<file path="src/rtl/decode_alu_stage.sv">
// Registered RV32I/RV64I OP/OP-IMM decode stage with a 2-entry skid buffer on the output.
// Optional feature: DECODE_ILLEGAL_TRAP_EN enables the illegal flag and the saturating illegal counter.
//
// state   | meaning
// --------+---------------------------------------------
// S_EMPTY | no record held, out_valid low
// S_ONE   | main register holds a record
// S_FULL  | main and skid both hold records, in_ready low

`timescale 1ns/1ps

`ifndef ALU_NOP
`define ALU_NOP  0
`define ALU_ADD  1
`define ALU_SUB  2
`define ALU_SLL  3
`define ALU_SLT  4
`define ALU_SLTU 5
`define ALU_XOR  6
`define ALU_SRL  7
`define ALU_SRA  8
`define ALU_OR   9
`define ALU_AND  10
`endif

module decode_alu_stage #(
    parameter int XLEN       = 32,
    parameter int ALU_CTRL_W = 5
) (
    input  logic                  clk,
    input  logic                  rst_n,
    input  logic                  in_valid,
    output logic                  in_ready,
    input  logic [31:0]           in_instr,
    output logic                  out_valid,
    input  logic                  out_ready,
    output logic [4:0]            rs1,
    output logic [4:0]            rs2,
    output logic [4:0]            rd,
    output logic [XLEN-1:0]       imm,
    output logic                  is_imm,
    output logic [ALU_CTRL_W-1:0] alu_control,
    output logic                  illegal,
    output logic [15:0]           illegal_cnt
);

    localparam bit RV64 = (XLEN == 64);

    localparam logic [ALU_CTRL_W-1:0] ALU_NOP_C  = ALU_CTRL_W'(`ALU_NOP);
    localparam logic [ALU_CTRL_W-1:0] ALU_ADD_C  = ALU_CTRL_W'(`ALU_ADD);
    localparam logic [ALU_CTRL_W-1:0] ALU_SUB_C  = ALU_CTRL_W'(`ALU_SUB);
    localparam logic [ALU_CTRL_W-1:0] ALU_SLL_C  = ALU_CTRL_W'(`ALU_SLL);
    localparam logic [ALU_CTRL_W-1:0] ALU_SLT_C  = ALU_CTRL_W'(`ALU_SLT);
    localparam logic [ALU_CTRL_W-1:0] ALU_SLTU_C = ALU_CTRL_W'(`ALU_SLTU);
    localparam logic [ALU_CTRL_W-1:0] ALU_XOR_C  = ALU_CTRL_W'(`ALU_XOR);
    localparam logic [ALU_CTRL_W-1:0] ALU_SRL_C  = ALU_CTRL_W'(`ALU_SRL);
    localparam logic [ALU_CTRL_W-1:0] ALU_SRA_C  = ALU_CTRL_W'(`ALU_SRA);
    localparam logic [ALU_CTRL_W-1:0] ALU_OR_C   = ALU_CTRL_W'(`ALU_OR);
    localparam logic [ALU_CTRL_W-1:0] ALU_AND_C  = ALU_CTRL_W'(`ALU_AND);

    localparam logic [6:0] OPC_OP_IMM = 7'h13;
    localparam logic [6:0] OPC_OP     = 7'h33;

    typedef struct packed {
        logic [4:0]            rs1;
        logic [4:0]            rs2;
        logic [4:0]            rd;
        logic [XLEN-1:0]       imm;
        logic                  is_imm;
        logic [ALU_CTRL_W-1:0] alu;
        logic                  illegal;
    } rec_t;

    typedef enum logic [1:0] {
        S_EMPTY = 2'd0,
        S_ONE   = 2'd1,
        S_FULL  = 2'd2
    } state_t;

    state_t r_state, w_state_nxt;
    rec_t   r_main, r_skid, w_dec;
    logic   r_in_ready;
    logic   w_accept, w_pop;
    logic   w_load_main_in, w_load_main_skid, w_load_skid;
    logic   w_legal, w_shift_lo, w_shift_hi;
    logic [ALU_CTRL_W-1:0] w_alu_raw;
    logic [6:0] w_opcode, w_func7;
    logic [2:0] w_func3;

    assign w_opcode = in_instr[6:0];
    assign w_func3  = in_instr[14:12];
    assign w_func7  = in_instr[31:25];

    // RV64 shamt is six bits wide, so only imm[11:6] carries the shift-type encoding.
    always_comb begin
        if (RV64) begin
            w_shift_lo = (in_instr[31:26] == 6'h00);
            w_shift_hi = (in_instr[31:26] == 6'h10);
        end else begin
            w_shift_lo = (w_func7 == 7'h00);
            w_shift_hi = (w_func7 == 7'h20);
        end
    end

    always_comb begin
        w_dec     = '0;
        w_legal   = 1'b0;
        w_alu_raw = ALU_NOP_C;
        w_dec.rd  = in_instr[11:7];
        w_dec.rs1 = in_instr[19:15];
        case (w_opcode)
            OPC_OP_IMM: begin
                w_dec.is_imm = 1'b1;
                w_dec.imm    = {{(XLEN-12){in_instr[31]}}, in_instr[31:20]};
                w_legal      = 1'b1;
                case (w_func3)
                    3'd0: w_alu_raw = ALU_ADD_C;
                    3'd1: begin
                        w_alu_raw = ALU_SLL_C;
                        w_legal   = w_shift_lo;
                    end
                    3'd2: w_alu_raw = ALU_SLT_C;
                    3'd3: w_alu_raw = ALU_SLTU_C;
                    3'd4: w_alu_raw = ALU_XOR_C;
                    3'd5: begin
                        w_alu_raw = w_shift_hi ? ALU_SRA_C : ALU_SRL_C;
                        w_legal   = w_shift_lo | w_shift_hi;
                    end
                    3'd6: w_alu_raw = ALU_OR_C;
                    default: w_alu_raw = ALU_AND_C;
                endcase
            end
            OPC_OP: begin
                w_dec.rs2 = in_instr[24:20];
                if (w_func7 == 7'h00) begin
                    w_legal = 1'b1;
                    case (w_func3)
                        3'd0: w_alu_raw = ALU_ADD_C;
                        3'd1: w_alu_raw = ALU_SLL_C;
                        3'd2: w_alu_raw = ALU_SLT_C;
                        3'd3: w_alu_raw = ALU_SLTU_C;
                        3'd4: w_alu_raw = ALU_XOR_C;
                        3'd5: w_alu_raw = ALU_SRL_C;
                        3'd6: w_alu_raw = ALU_OR_C;
                        default: w_alu_raw = ALU_AND_C;
                    endcase
                end else if (w_func7 == 7'h20) begin
                    if (w_func3 == 3'd0) begin
                        w_alu_raw = ALU_SUB_C;
                        w_legal   = 1'b1;
                    end else if (w_func3 == 3'd5) begin
                        w_alu_raw = ALU_SRA_C;
                        w_legal   = 1'b1;
                    end
                end
            end
            default: w_legal = 1'b0;
        endcase
        w_dec.alu = w_legal ? w_alu_raw : ALU_NOP_C;
`ifdef DECODE_ILLEGAL_TRAP_EN
        w_dec.illegal = ~w_legal;
`else
        w_dec.illegal = 1'b0;
`endif
    end

    assign w_accept = in_valid & r_in_ready;
    assign w_pop    = out_valid & out_ready;

    always_comb begin
        w_state_nxt      = r_state;
        w_load_main_in   = 1'b0;
        w_load_main_skid = 1'b0;
        w_load_skid      = 1'b0;
        case (r_state)
            S_EMPTY: begin
                if (w_accept) begin
                    w_state_nxt    = S_ONE;
                    w_load_main_in = 1'b1;
                end
            end
            S_ONE: begin
                if (w_accept && w_pop) begin
                    w_load_main_in = 1'b1;
                end else if (w_accept) begin
                    w_state_nxt = S_FULL;
                    w_load_skid = 1'b1;
                end else if (w_pop) begin
                    w_state_nxt = S_EMPTY;
                end
            end
            S_FULL: begin
                if (w_pop) begin
                    w_state_nxt      = S_ONE;
                    w_load_main_skid = 1'b1;
                end
            end
            default: w_state_nxt = S_EMPTY;
        endcase
    end

    always_ff @(posedge clk or negedge rst_n) begin
        if (!rst_n) begin
            r_state     <= S_EMPTY;
            r_in_ready  <= 1'b1;
            r_main      <= '0;
            r_main.alu  <= ALU_NOP_C;
            r_skid      <= '0;
            r_skid.alu  <= ALU_NOP_C;
        end else begin
            r_state    <= w_state_nxt;
            r_in_ready <= (w_state_nxt != S_FULL);
            if (w_load_main_in) begin
                r_main <= w_dec;
            end else if (w_load_main_skid) begin
                r_main <= r_skid;
            end
            if (w_load_skid) begin
                r_skid <= w_dec;
            end
        end
    end

`ifdef DECODE_ILLEGAL_TRAP_EN
    logic [15:0] r_illegal_cnt;

    always_ff @(posedge clk or negedge rst_n) begin
        if (!rst_n) begin
            r_illegal_cnt <= 16'h0000;
        end else if (w_accept && w_dec.illegal && (r_illegal_cnt != 16'hFFFF)) begin
            r_illegal_cnt <= r_illegal_cnt + 16'h0001;
        end
    end

    assign illegal_cnt = r_illegal_cnt;
`else
    assign illegal_cnt = 16'h0000;
`endif

    assign in_ready    = r_in_ready;
    assign out_valid   = (r_state != S_EMPTY);
    assign rs1         = r_main.rs1;
    assign rs2         = r_main.rs2;
    assign rd          = r_main.rd;
    assign imm         = r_main.imm;
    assign is_imm      = r_main.is_imm;
    assign alu_control = r_main.alu;
    assign illegal     = r_main.illegal;

endmodule

</file>
<file path="config.mk">
export PLATFORM = sky130hd
export DESIGN_NAME = decode_alu_stage
export DESIGN_NICKNAME = d
export VERILOG_FILES = /design/src/rtl/decode_alu_stage.sv
export SDC_FILE = /design/constraint.sdc
export NUM_CORES = 1
export LEC_CHECK = 0
export CORE_UTILIZATION = 51
export CTS_CLUSTER_DIAMETER = 80
export DETAILED_ROUTE_END_ITERATION = 8
export PLACE_DENSITY_LB_ADDON = 0.25
export SYNTH_ARGS = -nofsm -noshare
export SYNTH_HDL_FRONTEND = slang
export SYNTH_SLANG_ARGS = --single-unit
</file>
<file path="constraint.sdc">
create_clock -name clk -period 3.8 [get_ports clk]
set_input_delay 0.38 -clock clk [delete_from_list [all_inputs] [get_ports clk]]
set_output_delay 0.38 -clock clk [all_outputs]
set_load 0.02 [all_outputs]
</file>
**Word level (Yosys, flattened, before mapping)**

Cells that the tools add are included.
Widths: inputs -> output; s select.

- Register bits after elaboration: 110

- Eq/ne operators: 12
- Mux-type cells: 32
- Bitwise logic cells: 3
- Reduce and logical (&&, ||, !) cells: 6

Operators with widths:

| kind | number |
|---|---|
| $mux 54 | 2 |
| $pmux 4 s7 | 2 |
| $mux 33 | 1 |
| $mux 4 | 4 |
| $mux 5 | 3 |
| $eq 7x6->1 const B | 2 |
| $mux 1 | 10 |
| $mux 2 | 5 |
| $pmux 5 s2 | 1 |
| $eq 3x3->1 const B | 3 |
| $eq 7x5->1 const B | 1 |
| $logic_not 7->1 | 1 |
| $eq 3x2->1 const B | 2 |
| $pmux 1 s2 | 3 |
| $pmux 2 s3 | 1 |
| $reduce_bool 2->1 | 2 |
| $eq 3x1->1 const B | 1 |
| $logic_not 3->1 | 1 |
| $and 1x1->1 | 2 |
| $eq 2x1->1 const B | 1 |
| $eq 2x2->1 const B | 1 |
| $logic_not 2->1 | 1 |
| $ne 2x2->1 const B | 1 |
| $logic_and 1x1->1 | 1 |
| $or 1x1->1 | 1 |

**Depth between registers and ports, before layout**

- Depth after elaboration: 8
- Depth in mapped cells: 7

**Worst setup path before layout**

OpenSTA, ideal clock, no wires.

- Path kind: reg-to-reg
- Start: register r_in_ready, in the netlist in_ready
- End: register r_main, in the netlist imm[10]
- Library setup time: 0.127 ns
- Data arrival time: 1.486 ns
- Data required time: 3.673 ns
- Path slack: 2.186 ns
- Stages on the path, launching flop included: 7
- Path buffers: 3
- Period minus slack after synthesis: 1.614 ns
- Path through: dfstp_2 > and3b_1 > and2_1 > buf_6 > buf_2 > buf_2 > a21oi_1

- Word-level cells in the longest chain between the ends: 5

RTL lines:

| what | line | RTL |
|---|---|---|
| from (decl) | 82 | `logic r_in_ready;` |
| from (signal assigned) | 212 | `r_in_ready <= (w_state_nxt != S_FULL);` |
| $and 1x1->1 (*) | 167 | `assign w_accept = in_valid & r_in_ready;` |
| $logic_and 1x1->1 | 183 | `if (w_accept && w_pop) begin` |
| $mux 1 | 183 |  |
| $pmux 1 s2 (*) | 175 | `case (r_state)` |
| $mux 54 / $reduce_bool 2->1 (equally long branches) | - |  |
| to (signal assigned) | 214 | `r_main <= w_dec;` |
| to (signal assigned) | 216 | `r_main <= r_skid;` |
| to (decl) | 81 | `rec_t r_main, r_skid, w_dec;` |

Every way passes the cells marked *; elsewhere a longest branch is shown, timed or not.
A chain may end at the register's enable or synchronous reset.

**Worst setup path after layout**

- Start: input port in_valid
- End: register r_skid[48] in the netlist's numbering

- Word-level cells in the longest chain between the ends: 4

RTL lines:

| what | line | RTL |
|---|---|---|
| from (decl) | 32 | `input logic in_valid,` |
| $and 1x1->1 (*) | 167 |  |
| $mux 1 / $logic_and 1x1->1 (equally long branches) | 185, 183 |  |
| $mux 1 (*) | 183 |  |
| $mux 1 (*) | 175 |  |
| to (signal assigned) | 219 | `r_skid <= w_dec;` |
| to (decl) | 81 |  |

Marks and branches as above.

==> reports/results.ini <==
[power_and_ir_drop]
power_frac_clock=0.187
seq_power_share=0.346
p_int_w=0.00195
leakagePower_nw=1.93
combPwrFrac=0.466
ir_drop_mv=0.368
swShare=0.372
p_sw_w=0.00116
powerDensity_mw_per_mm2=706

[synthesis]
yosysWarningCount=0
synth_cell_types=47
synth_area_per_cell_sq_um=10.3
synthDominantCellAreaShare=0.467
ys_ff_latch=67
synthFlopType=dfrtp_1
ys_seq_area_frac=0.475
syn_inst=343
synthTopCellsByArea=dfrtp_1, buf_4, nand2_1
netlist_area_sq_mm=0.00354
yosysTopAreaCell=dfrtp_1
synth_edf_count=0
async_reset_ff_frac=1.00

[global_routing]
grt_pass1_wl_mm=12.8
grt_pass1_vias=2701
grt_max_degree=48
gr-total-overflow=0
grt_util_all_layers=0.226
antenna_found_initial=0

[critical_path]
startpoint_type=primary input
end_kind=register
crit_arrival_ps=2480
worstPathRequired_ps=4040
path_max_fanout=32
crit_type=primary input to register
cp_slowest_cell=nand2_1
path_cells=clkdlybuf4s50_1 -> and3b_1 -> nand2_1 -> buf_4 -> o21ai_0
r2r_setup_slack_ps=1560
cpPeakStageDelay_ps=650

[sta]
relSlewSlack=0.265
setup_viol=0
worstMarginPinSlew_ps=1100
timing.fmax_ghz=0.446
rsz0062_at_grt=false
setup_tns_ps=0
period_needed_ps=2240
clock_skew_ps=10.1
maxSlewViolCount=0
finalCritPeriodShare=0.589
finalHoldViolations=0

[job]
drv_cap=0

[hold_path]
hp-class=primary input to async pin

[detailed_routing]
viasPerCell=5.61
drt_iter0_markers=141
routed_wirelength_mm=7.82
drt_first_pass_iters=5
ant_nets=0
wl_per_cell_um=16.1
drc=0
num_vias=2728

[cts]
path_clk_slew_ps=80
cts.sinks=67
cts_inserted_buffers=9
clk_latency_ps=340
cts_root_buf=clkbuf_8
cts_tree=yes
post_cts.repair.setup_buffers=0
cts.htree.levels=3
ctsHoldBuffers=0
max-clock-path-buffers=2
ctsResizeCount=0

[die]
start_util=0.541
io_pins=108
die_h_um=85.3
dieArea_sq_mm=0.00727
coreArea_sq_mm=0.00653
rows=29
die_w_um=85.3

[finish]
final_common_cell=clkdlybuf4s50_1
fillCellCount=528
antenna_cells=0
register_area_sq_mm=0.00168
post-route-util=0.673
nets=443
multiInputGateArea_sq_mm=0.00149
final_cells=486
drive_above_1_share=0.100
final_cell_mix=clkdlybuf4s50_1, dfrtp_1, nand2_1
area_growth_pct=24.3

[placed_design]
gp_congestion=0.844
dp_hpwl_mm=5.19
portBuffers=89
dp_cells=470

[status]
run_status=finished, final reports clean

==> through the flow <==
stage	area, sq um	power, W	setup slack (ps)	hold slack, ps
2_1_floorplan	3600	0.00203	2190	84.4
5_1_grt	4400	0.00327	1400	308
3_5_place_dp	4200	0.00254	1250	466
4_1_cts	4400	0.00312	1530	250
3_3_place_gp	4200	0.00250	1310	462
6_report	4400	0.00310	1560	224
==> routing by layer <==
layer,up-vias,wire (um),track usage
met5,-,0,0
met4,0,77,0.0818
met3,9,444,0.0496
met2,85,3790,0.372
met1,1351,3500,0.297
li1,1283,-,-
==> path summary, 6_finish.rpt <==
| check | endpoint | startpoint | cells after the start |
|---|---|---|---|
| worst max-delay path | r_skid[48] | in_valid | 5 |
| worst min-delay path | imm[3] | rst_n | 1 |
| worst max register to register | r_skid[48] | in_ready | 4 |
| worst min register to register | rd[1] | rd[1] | 1 |
| max in group asynchronous | r_skid[7] | rst_n | 2 |
| min in group clk | rd[1] | rd[1] | 1 |
==> layout make-up <==
type / count / area share
multi-input cells: 227 / 0.339
repair buffers: 93 / 0.208
inverters: 6 / 0.00512
well taps: 77 / 0.0219
clock buffers: 10 / 0.0290
flip-flops and latches: 67 / 0.382
clock inverters: 6 / 0.0148
==> critical path: cells and delay by family <==
family,cells,cell delay (ps)
buf+inv,2,980
compound gates,1,230
simple gates,2,880
==> registers in the layout (all words and copies together), names as in the netlist <==
signal,cells
r_state,2
rs1,5
in_ready,1
alu_control,4
rd,5
imm,12
is_imm,1
rs2,5
r_skid,32
==> cells in the mapped netlist, drive strengths merged (2+ instances only) <==
| cell type | n |
|---|---|
| nand4 | 2 |
| a21oi | 23 |
| a211oi | 18 |
| dfrtp | 66 |
| nor4 | 3 |
| mux2 | 11 |
| a211o | 2 |
| and2 | 19 |
| mux2i | 3 |
| nor2 | 4 |
| and3b | 2 |
| nand2b | 4 |
| a32oi | 2 |
| nor2b | 2 |
| o32ai | 4 |
| xor2 | 2 |
| nand2 | 39 |
| a21o | 11 |
| o21a | 2 |
| a31oi | 2 |
| nor3 | 3 |
| and3 | 3 |
| o21ai | 19 |
| inv | 6 |
| o31ai | 3 |
| ha | 3 |
| clkbuf | 8 |
| a22o | 12 |
| buf | 52 |
==> power groups by stage <==
stage	Sequential (W)	Combinational, W	Clock, W
floorplan	0.00124	0.000786	0
global placement	0.00108	0.00143	0
detailed placement	0.00109	0.00145	0
CTS	0.00108	0.00146	0.000592
global route	0.00111	0.00154	0.000624
finish	0.00107	0.00145	0.000581
==> cells by family after synthesis <==
logic type / count (synthesis) / share of synthesized area
compound gates: 101 / 0.194
xor+xnor: 3 / 0.00743
fa+ha+maj: 4 / 0.0134
buf+inv: 66 / 0.123
flops: 67 / 0.475
mux: 14 / 0.0435
other cells: 1 / 0.00106
simple gates: 87 / 0.143
Note: power is estimated with default switching activity, not from simulation.
